<file path="config.mk">
export PLATFORM = sky130hd
export DESIGN_NAME = imem_loader
export DESIGN_NICKNAME = d
export VERILOG_FILES = /design/src/rtl/imem_loader.sv
export SDC_FILE = /design/constraint.sdc
export NUM_CORES = 1
export LEC_CHECK = 0
export ABC_AREA = 1
export CORE_ASPECT_RATIO = 1.1
export CORE_MARGIN = 3
export CORE_UTILIZATION = 50
export CTS_BUF_LIST = sky130_fd_sc_hd__clkbuf_8
export DETAILED_ROUTE_END_ITERATION = 8
export PLACE_DENSITY_LB_ADDON = 0.05
export SYNTH_ARGS = -nofsm -noshare
export SYNTH_HDL_FRONTEND = slang
export SYNTH_SLANG_ARGS = --single-unit
</file>
<file path="constraint.sdc">
create_clock -name clk -period 1.8 [get_ports clk]
set_clock_uncertainty 0.2 [all_clocks]
set_input_delay 0.45 -clock clk [delete_from_list [all_inputs] [get_ports clk]]
set_output_delay 0.45 -clock clk [all_outputs]
set_load 0.05 [all_outputs]
</file>
<file path="src/rtl/imem_loader.sv">
// Boot-time loader: turns a counted little-endian byte stream into sequential
// 32-bit instruction-memory writes, holding the CPU until the image is loaded.
module imem_loader #(
  parameter int ADDR_W    = 6,
  parameter int MAX_WORDS = 64
) (
  input  logic              clk,
  input  logic              reset,
  input  logic              rx_valid,
  input  logic [7:0]        rx_data,
  output logic              rx_ready,
  output logic              we,
  output logic [ADDR_W-1:0] waddr,
  output logic [31:0]       wdata,
  output logic              cpu_hold,
  output logic              done,
  output logic              err,
  output logic [2:0]        state_dbg
);

  // One extra bit so a full 2^ADDR_W image does not wrap the word index.
  localparam int IW = ADDR_W + 1;

  localparam logic [2:0] S_IDLE  = 3'd0;
  localparam logic [2:0] S_LOAD  = 3'd1;
  localparam logic [2:0] S_WRITE = 3'd2;
  localparam logic [2:0] S_DONE  = 3'd3;
  localparam logic [2:0] S_ERR   = 3'd4;

  localparam logic [7:0] MAX_N = 8'(MAX_WORDS);

  logic [2:0]    state;
  logic [IW-1:0] word_idx;
  logic [IW-1:0] last_idx;
  logic [1:0]    byte_idx;
  logic [23:0]   asm_lo;
  logic          xfer;
  logic          hdr_bad;

  // Handshake: a byte moves on a rising edge where rx_valid && rx_ready;
  // rx_ready is a pure decode of state and never depends on rx_valid.
  assign rx_ready  = (state == S_IDLE) || (state == S_LOAD);
  assign xfer      = rx_valid && rx_ready;
  assign hdr_bad   = (rx_data == 8'd0) || (rx_data > MAX_N);
  assign state_dbg = state;

  always_ff @(posedge clk) begin
    if (reset) begin
      state    <= S_IDLE;
      word_idx <= '0;
      last_idx <= '0;
      byte_idx <= 2'd0;
      asm_lo   <= 24'd0;
      we       <= 1'b0;
      waddr    <= '0;
      wdata    <= 32'd0;
      cpu_hold <= 1'b1;
      done     <= 1'b0;
      err      <= 1'b0;
    end else begin
      we <= 1'b0;
      case (state)
        S_IDLE: begin
          if (xfer) begin
            if (hdr_bad) begin
              state <= S_ERR;
              err   <= 1'b1;
            end else begin
              // Storing N-1 lets the WRITE state compare directly against the index.
              last_idx <= IW'(rx_data - 8'd1);
              word_idx <= '0;
              byte_idx <= 2'd0;
              state    <= S_LOAD;
            end
          end
        end

        S_LOAD: begin
          if (xfer) begin
            byte_idx <= byte_idx + 2'd1;
            case (byte_idx)
              2'd0: asm_lo[7:0]   <= rx_data;
              2'd1: asm_lo[15:8]  <= rx_data;
              2'd2: asm_lo[23:16] <= rx_data;
              default: begin
                // Top lane goes straight into the write word.
                we    <= 1'b1;
                waddr <= word_idx[ADDR_W-1:0];
                wdata <= {rx_data, asm_lo};
                state <= S_WRITE;
              end
            endcase
          end
        end

        S_WRITE: begin
          word_idx <= word_idx + 1'b1;
          if (word_idx == last_idx) begin
            state    <= S_DONE;
            done     <= 1'b1;
            cpu_hold <= 1'b0;
          end else begin
            state <= S_LOAD;
          end
        end

        S_DONE: state <= S_DONE;

        S_ERR: state <= S_ERR;

        default: state <= S_IDLE;
      endcase
    end
  end

  a_we_single : assert property (@(posedge clk) disable iff (reset) we |=> !we);
  a_we_not_done : assert property (@(posedge clk) disable iff (reset) we |-> !done);
  a_write_no_ready : assert property (@(posedge clk) disable iff (reset)
    (state == S_WRITE) |-> !rx_ready);
  a_addr_in_range : assert property (@(posedge clk) disable iff (reset)
    we |-> ({1'b0, waddr} <= last_idx));
  a_done_releases : assert property (@(posedge clk) disable iff (reset) done |-> !cpu_hold);
  a_err_holds : assert property (@(posedge clk) disable iff (reset) err |-> (cpu_hold && !done));

endmodule

</file>
Word-level counts from Yosys, hierarchy flattened
Index checks and enable logic that the tools add are counted.
W data, S select, Z words.
Storage, ports and cells
  register bits after elaboration: 85
  input port bits: 11
  output and inout bits: 46
  word-level logic and storage cells: 66
Operators by class
  add/subtract/negate cells: 3
  magnitude comparators: 1
  equality and inequality tests: 11
  muxes and demuxes: 14
  bitwise gates (word level): 4
  reduce and logical (&&, ||, !) cells: 20
Operators by type and width (count)
  $reduce_and A3 Y1: 8
  $pmux W3 S5: 1
  $mux W7: 2
  $pmux W7 S2: 1
  $mux W3: 4
  $gt A8 B7 Y1 const B: 1
  $logic_not A8 Y1: 1
  $mux W2: 4
  $ne A2 B2 Y1 const B: 4
  $add A7 B1 Y7 const B: 1
  $eq A7 B7 Y1: 1
  $sub A7 B1 Y7 const B: 1
  $eq A3 B2 Y1 const B: 2
  $reduce_or A3 Y1: 2
  $not A1 Y1: 4
  $pmux W2 S2: 1
  $reduce_and A4 Y1: 1
  $reduce_bool A2 Y1: 2
  $eq A3 B1 Y1 const B: 1
  $eq A3 B3 Y1 const B: 1
  $logic_not A3 Y1: 1
  $add A2 B1 Y2 const B: 1
  $eq A2 B1 Y1 const B: 1
  $eq A2 B2 Y1 const B: 1
  5 further kinds: 6

Logic depth before layout (Yosys ltp)
Gate-level depths: netlist (run 1).
  depth after elaboration: 5
  depth in mapped cells: 11
  mapped depth without buffers: 11

Worst setup path before layout (run 1)
No wires, ideal clock.
  path kind: reg-to-reg
  start: register state[2], in the netlist state_dbg[2]
  end: register word_idx[3]
  setup time: 132 ps
  arrival time: 1916 ps
  data required time: 1468 ps
  slack: -449 ps
  cell stages (with the launch flop): 8
  path buffers: 1
  period minus slack after synthesis: 2249 ps
  path through: dfxtp_1 -> nor2_2 -> inv_1 -> nor2_2 -> nand4_2 -> buf_4 -> nand3_1 -> a21oi_1
Between the ends
  cells in the longest elaborated chain, start to end: 5
  elaborated cells between the ends (all ways): 10
  those cells by class: eq/ne: 4; mux: 1; reduce/logical: 5
Ends and longest elaborated chain
  from (decl): RTL line 32  | logic [2:0] state;
  from (signal assigned): RTL line 49  | state <= S_IDLE;
  from (signal assigned): RTL line 66  | state <= S_ERR;
  from (signal assigned): RTL line 73  | state <= S_LOAD;
  $eq A3 B1 Y1 / $logic_not A3 Y1 (equally long branches): RTL line 42  | assign rx_ready = (state == S_IDLE) || (state == S_LOAD);
  $logic_or A1 B1 Y1 *: RTL line 42
  named net rx_ready: RTL line 11  | output logic rx_ready,
  $logic_and A1 B1 Y1 *: RTL line 43  | assign xfer = rx_valid && rx_ready;
  $ne A2 B2 Y1 (no source line) *
  $reduce_and A3 Y1 (no source line) *
  to (signal assigned): RTL line 97  | word_idx <= word_idx + 1'b1;
  to (decl): RTL line 33  | logic [IW-1:0] word_idx;
Mark *: on every way through the listed nets, which the timed path passes. The rest lies on a longest branch.
A chain may end at the register's enable or synchronous reset.

Worst setup path in the final report (run 1)
  start: register state[2], in the netlist state_dbg[2]
  end: output port rx_ready
Between the ends
  cells in the longest elaborated chain, start to end: 2
  elaborated cells between the ends (all ways): 3
  those cells by class: eq/ne: 1; reduce/logical: 2
Ends and longest elaborated chain (RTL line)
  $eq A3 B1 Y1 / $logic_not A3 Y1 (equally long branches): 42
  $logic_or A1 B1 Y1 *: 42
  to (decl): 11
Mark *: on every way between the ends. The rest lies on a longest branch, timed or not.

==> impl_metrics.env, run 1 <==
export IMPL_drc=0
export IMPL_core_area_um2=6788
export IMPL_fp_dieH_um=95.05
export IMPL_peakVddDrop_uv=561.4
export IMPL_layout_drive_gt1_share_pct=26.83
export IMPL_max_freq_ghz=0.5562
export IMPL_final_hold_viol_count=0
export IMPL_cp_end_kind="output port"
export IMPL_start_util_pct=53.11
export IMPL_ant_nets=0
export IMPL_period_share_pct=99.89
export IMPL_critPathMaxFanout=5
export IMPL_firstDrtPassIters=4
export IMPL_fp_dieArea_um2=8265
export IMPL_synthesis_nets=485
export IMPL_cp_required_ps=1150
export IMPL_placedCellCount=619
export IMPL_routedWlPerCell_um=13.99
export IMPL_grt_overflow_total=0
export IMPL_rsz0062_at_grt="true"
export IMPL_htreeDepth=3
export IMPL_fin_crit_ps=1798
export IMPL_rows=31
export IMPL_via_count=3332
export IMPL_netlist_instances=467
export IMPL_clk_pin_slew_ps=90
export IMPL_ios=57
export IMPL_root_buffer="clkbuf_8"
export IMPL_ys_seq_area_share_pct=47.21
export IMPL_slew_violations=0
export IMPL_worstSkewPairLatency_ps=360
export IMPL_startpoint_type="flip-flop"
export IMPL_power_density_nw_per_um2=744.7
export IMPL_slew_headroom_pct=72.15
export IMPL_cap_violations=0
export IMPL_grt_pass1_wl_mm=14.65
export IMPL_design_area_um2=5180
export IMPL_cpPeakStageDelay_ps=390
export IMPL_slowest_stage="dfxtp_4"
export IMPL_p_leak_nw=2.097
export IMPL_place_area_um2=4887
export IMPL_die_w_um=86.96
export IMPL_synth_area_um2=3605
export IMPL_antenna_found_initial=0
export IMPL_cts_buffer_depth=2
export IMPL_worst_pin_slew_ps=417.8
export IMPL_syn2layout_area_growth_pct=43.70
export IMPL_cts_tree="built"
export IMPL_hold_path_class="in2reg"
export IMPL_cts_sinks=85
export IMPL_path_cells="nor2_4, buf_4, buf_12"
export IMPL_grt_max_degree=42
export IMPL_finalSetupViolCount=0
export IMPL_synth_warnings=0
export IMPL_finalNonFillerCells=641
export IMPL_synth_seq_cells=85
export IMPL_worstPathArrival_ps=1150
export IMPL_drt_iter0_drc=142
export IMPL_synth_distinct_cells=29
export IMPL_first_global_vias=3205
export IMPL_grt_util_all_layers_pct=22.78
export IMPL_worstSetupPathType="reg2out"
export IMPL_place_hpwl_mm=6.239
export IMPL_diodes=0
export IMPL_gp_congestion=0.8048
export IMPL_nFillCells=490
export IMPL_status="finished clean"
export IMPL_avgSynthCellArea_um2=7.719
export IMPL_portBuffers=56
export IMPL_routed_wl_mm=8.970
export IMPL_nets=572
export IMPL_via_per_inst=5.198
export IMPL_cts_made_buffers=9
## power by group
part / switching [W] / leakage (nW) / total, W / internal, W
registers: 0.0000517 / 0.688 / 0.00198 / 0.00193
clock network: 0.000678 / 0.0990 / 0.00130 / 0.000624
logic: 0.000328 / 1.31 / 0.000577 / 0.000249
## worst max-delay path: cells and delay by family, from the launching register on
| family | cells | cell delay, ps |
|---|---|---|
| simple gates | 1 | 140 |
| buf+inv | 2 | 250 |
| flops | 1 | 390 |
## logic make-up after synthesis
group	count (synthesis)	synth area share, %
AOI/OAI and AO/OA	98	13.78
xor gates and xnor gates	7	1.701
adders and majority gates	7	2.430
buffers and inverters	67	8.955
DFF	85	47.21
and+or+nand+nor	203	25.93
## layer usage
metal	track usage [%]	vias up	wire length, um
met5	0	-	0
met4	11.04	0	215
met3	4.667	19	447
met2	38.80	91	4659
met1	27.21	1552	3648
li1	-	1670	-
## layout make-up
class,count,area [um^2],area share [%]
Timing Repair Buffer,100,1390,26.84
Sequential cell,85,1710,33.02
Clock inverter,7,61.31,1.184
Tap cell,82,102.6,1.981
Clock buffer,9,123.9,2.391
Multi-Input combinational cell,315,1628,31.43
Inverter,43,163.9,3.164
## what timing repair did
item | CTS | global route
pin swaps | 3 | 4
buffers inserted | 2 | 4
hold buffers | 0 | 0
gates resized for setup | 11 | 16
endpoints found under the setup margin | 17 | 55
## metrics by stage
stage               worst slack, ps  hold slack, ps  util, %  setup TNS [ps]  power, W
global placement             -512.9           242.8    72.00          -26870  0.002546
CTS                           17.85           174.5    75.34               0  0.003850
floorplan                    -35.75           230.2        -           -1141  0.002321
detailed placement           -581.1           250.6    72.00          -26410  0.002557
global route                 -34.93           183.3    76.31          -247.5  0.004002
finish                        1.969           182.5    76.31               0  0.003857
## placed cells by master (no fill, tap or decap), drive strengths merged
master         instances
nand3b                 1
xor2                   7
bufinv                 1
dlymetal6s2s           6
buf                   91
dlygate4sd2            2
clkinv                 1
nand3                 29
clkdlybuf4s50          1
a31oi                  1
nand2                 71
dfxtp                 85
o21ai                 13
clkinvlp               2
clkbuf                 9
o21a                   1
nor2                  91
inv                   46
ha                     7
o21bai                 1
nor3                   3
or2                    2
nand4                  6
a21oi                 82
## state kept, by name, summed over array words and instances, names as in the netlist
name       flops
err            1
byte_idx       2
we             1
last_idx       7
cpu_hold       1
done           1
asm_lo        24
wdata         32
word_idx       7
waddr          6
state_dbg      3
## final timing paths
path	slack, ps	from	depth (start not counted)	end
worst max-delay path	2	state_dbg[2]	3	rx_ready
worst min-delay path	180	reset	3	state_dbg[1]
worst max register to register	90	state_dbg[2]	7	waddr[2]
worst min register to register	260	asm_lo[22]	2	asm_lo[22]
## synthesized netlist by cell type
master | instances | area (um^2)
inv_2 | 1 | 3.750
nor2_4 | 1 | 11.26
nand2_1 | 68 | 255.2
nor2_1 | 67 | 251.5
xor2_1 | 7 | 61.31
a31oi_1 | 1 | 6.260
ha_1 | 7 | 87.58
buf_8 | 1 | 15.01
buf_4 | 3 | 22.52
nand4_2 | 1 | 12.51
clkbuf_1 | 11 | 41.29
nor2_2 | 23 | 143.9
nand4_1 | 5 | 31.28
or2_2 | 2 | 12.51
dfxtp_1 | 85 | 1702
a21oi_1 | 82 | 410.4
buf_6 | 6 | 67.56
nand2_4 | 1 | 11.26
nand2_2 | 1 | 6.260
inv_1 | 42 | 157.7
nand3_1 | 29 | 145.1
nand3b_1 | 1 | 7.510
o21a_1 | 1 | 7.510
nand2_8 | 1 | 20.02
o21bai_1 | 1 | 7.510
buf_2 | 3 | 15.01
nor3_4 | 1 | 16.27
nor3_1 | 2 | 10.01
o21ai_0 | 13 | 65.06
Note: power is estimated with default switching activity, not from simulation.
==> run 2, diff against run 1 <==
--- a/config.mk
+++ b/config.mk
@@ -12,6 +12,7 @@
 export CTS_BUF_LIST = sky130_fd_sc_hd__clkbuf_8
 export DETAILED_ROUTE_END_ITERATION = 8
 export PLACE_DENSITY_LB_ADDON = 0.05
+export SKIP_CTS_REPAIR_TIMING = 1
 export SYNTH_ARGS = -nofsm -noshare
 export SYNTH_HDL_FRONTEND = slang
 export SYNTH_SLANG_ARGS = --single-unit
==> run 2 against run 1 <==
Against the previous run: cell count decreased by 0.16%; design area about the same; first-iteration DRC count up 5.6%; sequential power about the same; critical path depth unchanged; clock-buffer cell count unchanged; total power up 0.41%; worst hold slack lost 0.92 ps; utilization grew 0.055 points; combinational power up 0.9%; clock power about the same; die area is the same; critical path type unchanged; critical endpoint unchanged; highest routed layer unchanged.
==> impl_metrics.env, run 2 (synthesis gave the netlist of run 1 again) <==
export IMPL_routedWlPerCell_um=14.23
export IMPL_slew_violations=0
export IMPL_worst_pin_slew_ps=410.3
export IMPL_peakVddDrop_uv=562.2
export IMPL_slowest_stage="dfxtp_4"
export IMPL_internal_power_w=0.002803
export IMPL_diodes=0
export IMPL_startpoint_type="flip-flop"
export IMPL_worstSetupPathType="reg2out"
export IMPL_htreeDepth=3
export IMPL_syn2layout_area_growth_pct=43.80
export IMPL_fp_dieArea_um2=8265
export IMPL_max_freq_ghz=0.5556
export IMPL_finalNonFillerCells=640
export IMPL_slew_headroom_pct=72.65
export IMPL_final_cell_mix="dfxtp_1 (82), a21oi_1 (81), nand2_1 (67)"
export IMPL_first_global_vias=3147
export IMPL_cts_made_buffers=9
export IMPL_cap_violations=0
export IMPL_r2r_start="state_dbg[2]"
export IMPL_comb_power_share_pct=15.0
export IMPL_critPathMaxFanout=5
export IMPL_ant_nets=0
export IMPL_final_common_cell="dfxtp_1"
export IMPL_cp_required_ps=1150
export IMPL_rsz0062_at_grt="true"
export IMPL_fp_dieH_um=95.05
export IMPL_ios=57
export IMPL_root_buffer="clkbuf_8"
export IMPL_cp_end_kind="output port"
export IMPL_cpPeakStageDelay_ps=390
export IMPL_clk_pin_slew_ps=90
export IMPL_portBuffers=56
export IMPL_top_register="wdata"
export IMPL_gp_congestion=0.8048
export IMPL_hold_path_class="in2reg"
export IMPL_status="finished clean"
export IMPL_grt_overflow_total=0
export IMPL_worstSkewPairLatency_ps=360
export IMPL_start_util_pct=53.11
export IMPL_period_share_pct=99.99
export IMPL_p_leak_nw=2.117
export IMPL_layout_drive_gt1_share_pct=26.52
export IMPL_firstDrtPassIters=5
export IMPL_switchingPower_w=0.001071
export IMPL_power_frac_seq_pct=51.1
export IMPL_placedCellCount=619
export IMPL_routed_wl_mm=9.105
export IMPL_rows=31
export IMPL_worstPathArrival_ps=1150
export IMPL_cts_buffer_depth=2
export IMPL_place_area_um2=4887
export IMPL_power_density_nw_per_um2=747.2
export IMPL_via_count=3348
export IMPL_design_area_um2=5184
export IMPL_grt_pass1_wl_mm=14.39
export IMPL_path_cells="nor2_4, buf_4, buf_12"
export IMPL_antenna_found_initial=0
export IMPL_nFillCells=490
export IMPL_die_w_um=86.96
export IMPL_power_frac_clock_pct=33.9
export IMPL_core_area_um2=6788
export IMPL_finalSetupViolCount=0
export IMPL_largest_reg_flops=32
export IMPL_cts_tree="built"
export IMPL_via_per_inst=5.231
export IMPL_worstHoldStart="reset"
export IMPL_fin_crit_ps=1800
export IMPL_crit_start="state_dbg[2]"
export IMPL_grt_util_all_layers_pct=22.44
export IMPL_power_switching_share_pct=27.64
export IMPL_place_hpwl_mm=6.239
export IMPL_drc=0
export IMPL_cts_sinks=85
export IMPL_final_hold_viol_count=0
export IMPL_grt_max_degree=42
export IMPL_largest_registers="wdata: 32 flops, asm_lo: 24 flops"
export IMPL_drt_iter0_drc=150
export IMPL_nets=571
## run 2: layout make-up
| type | count | area [um^2] | share of cell area, % |
|---|---|---|---|
| Sequential cell | 85 | 1710 | 33.00 |
| Multi-Input combinational cell | 315 | 1613 | 31.11 |
| Timing Repair Buffer | 99 | 1409 | 27.18 |
| Inverter | 43 | 163.9 | 3.162 |
| Clock buffer | 9 | 123.9 | 2.390 |
| Tap cell | 82 | 102.6 | 1.979 |
| Clock inverter | 7 | 61.31 | 1.183 |
## run 2: through the flow
stage | hold WS, ps | util (%) | setup TNS [ps] | power (W) | worst slack, ps
after floorplan | 230.2 | - | -1141 | 0.002321 | -35.75
after global placement | 242.8 | 72.00 | -26870 | 0.002546 | -512.9
after detailed placement | 250.6 | 72.00 | -26410 | 0.002557 | -581.1
after CTS | 174.5 | 74.73 | -2142 | 0.003839 | -209.4
after global routing | 176.7 | 76.37 | -261.0 | 0.004017 | -41.49
final | 181.5 | 76.37 | 0 | 0.003873 | 0.1812
## run 2: power by group through the flow
stage,Clock (W),Sequential (W),Combinational (W)
after global placement,0,0.00202,0.000526
final,0.00131,0.00198,0.000582
after detailed placement,0,0.00202,0.000536
after floorplan,0,0.00206,0.000263
after global routing,0.00141,0.00199,0.000624
after CTS,0.00132,0.00198,0.000538
## run 2: path summary, 6_finish.rpt
kind	cells past startpoint	to	slack, ps
max	3	rx_ready	0.2
min	3	state_dbg[1]	180
max reg2reg	8	asm_lo[9]	90
min reg2reg	2	asm_lo[22]	260
## run 2: worst max-delay path, delay by kind of cell (launching register included)
family                 cells  cell delay [ps]
AND/OR/NAND/NOR            1              140
flip-flops                 1              390
buffers and inverters      2              250
## run 2: metal layers
| layer | routed length, um | vias to the layer above | track usage, % | part of all wire, % |
|---|---|---|---|---|
| met4 | 198 | 0 | 9.610 | 2.2 |
| met3 | 479 | 18 | 5.359 | 5.3 |
| li1 | - | 1672 | - | - |
| met1 | 3637 | 1538 | 27.11 | 40 |
| met5 | 0 | - | 0 | 0 |
| met2 | 4790 | 120 | 37.91 | 53 |
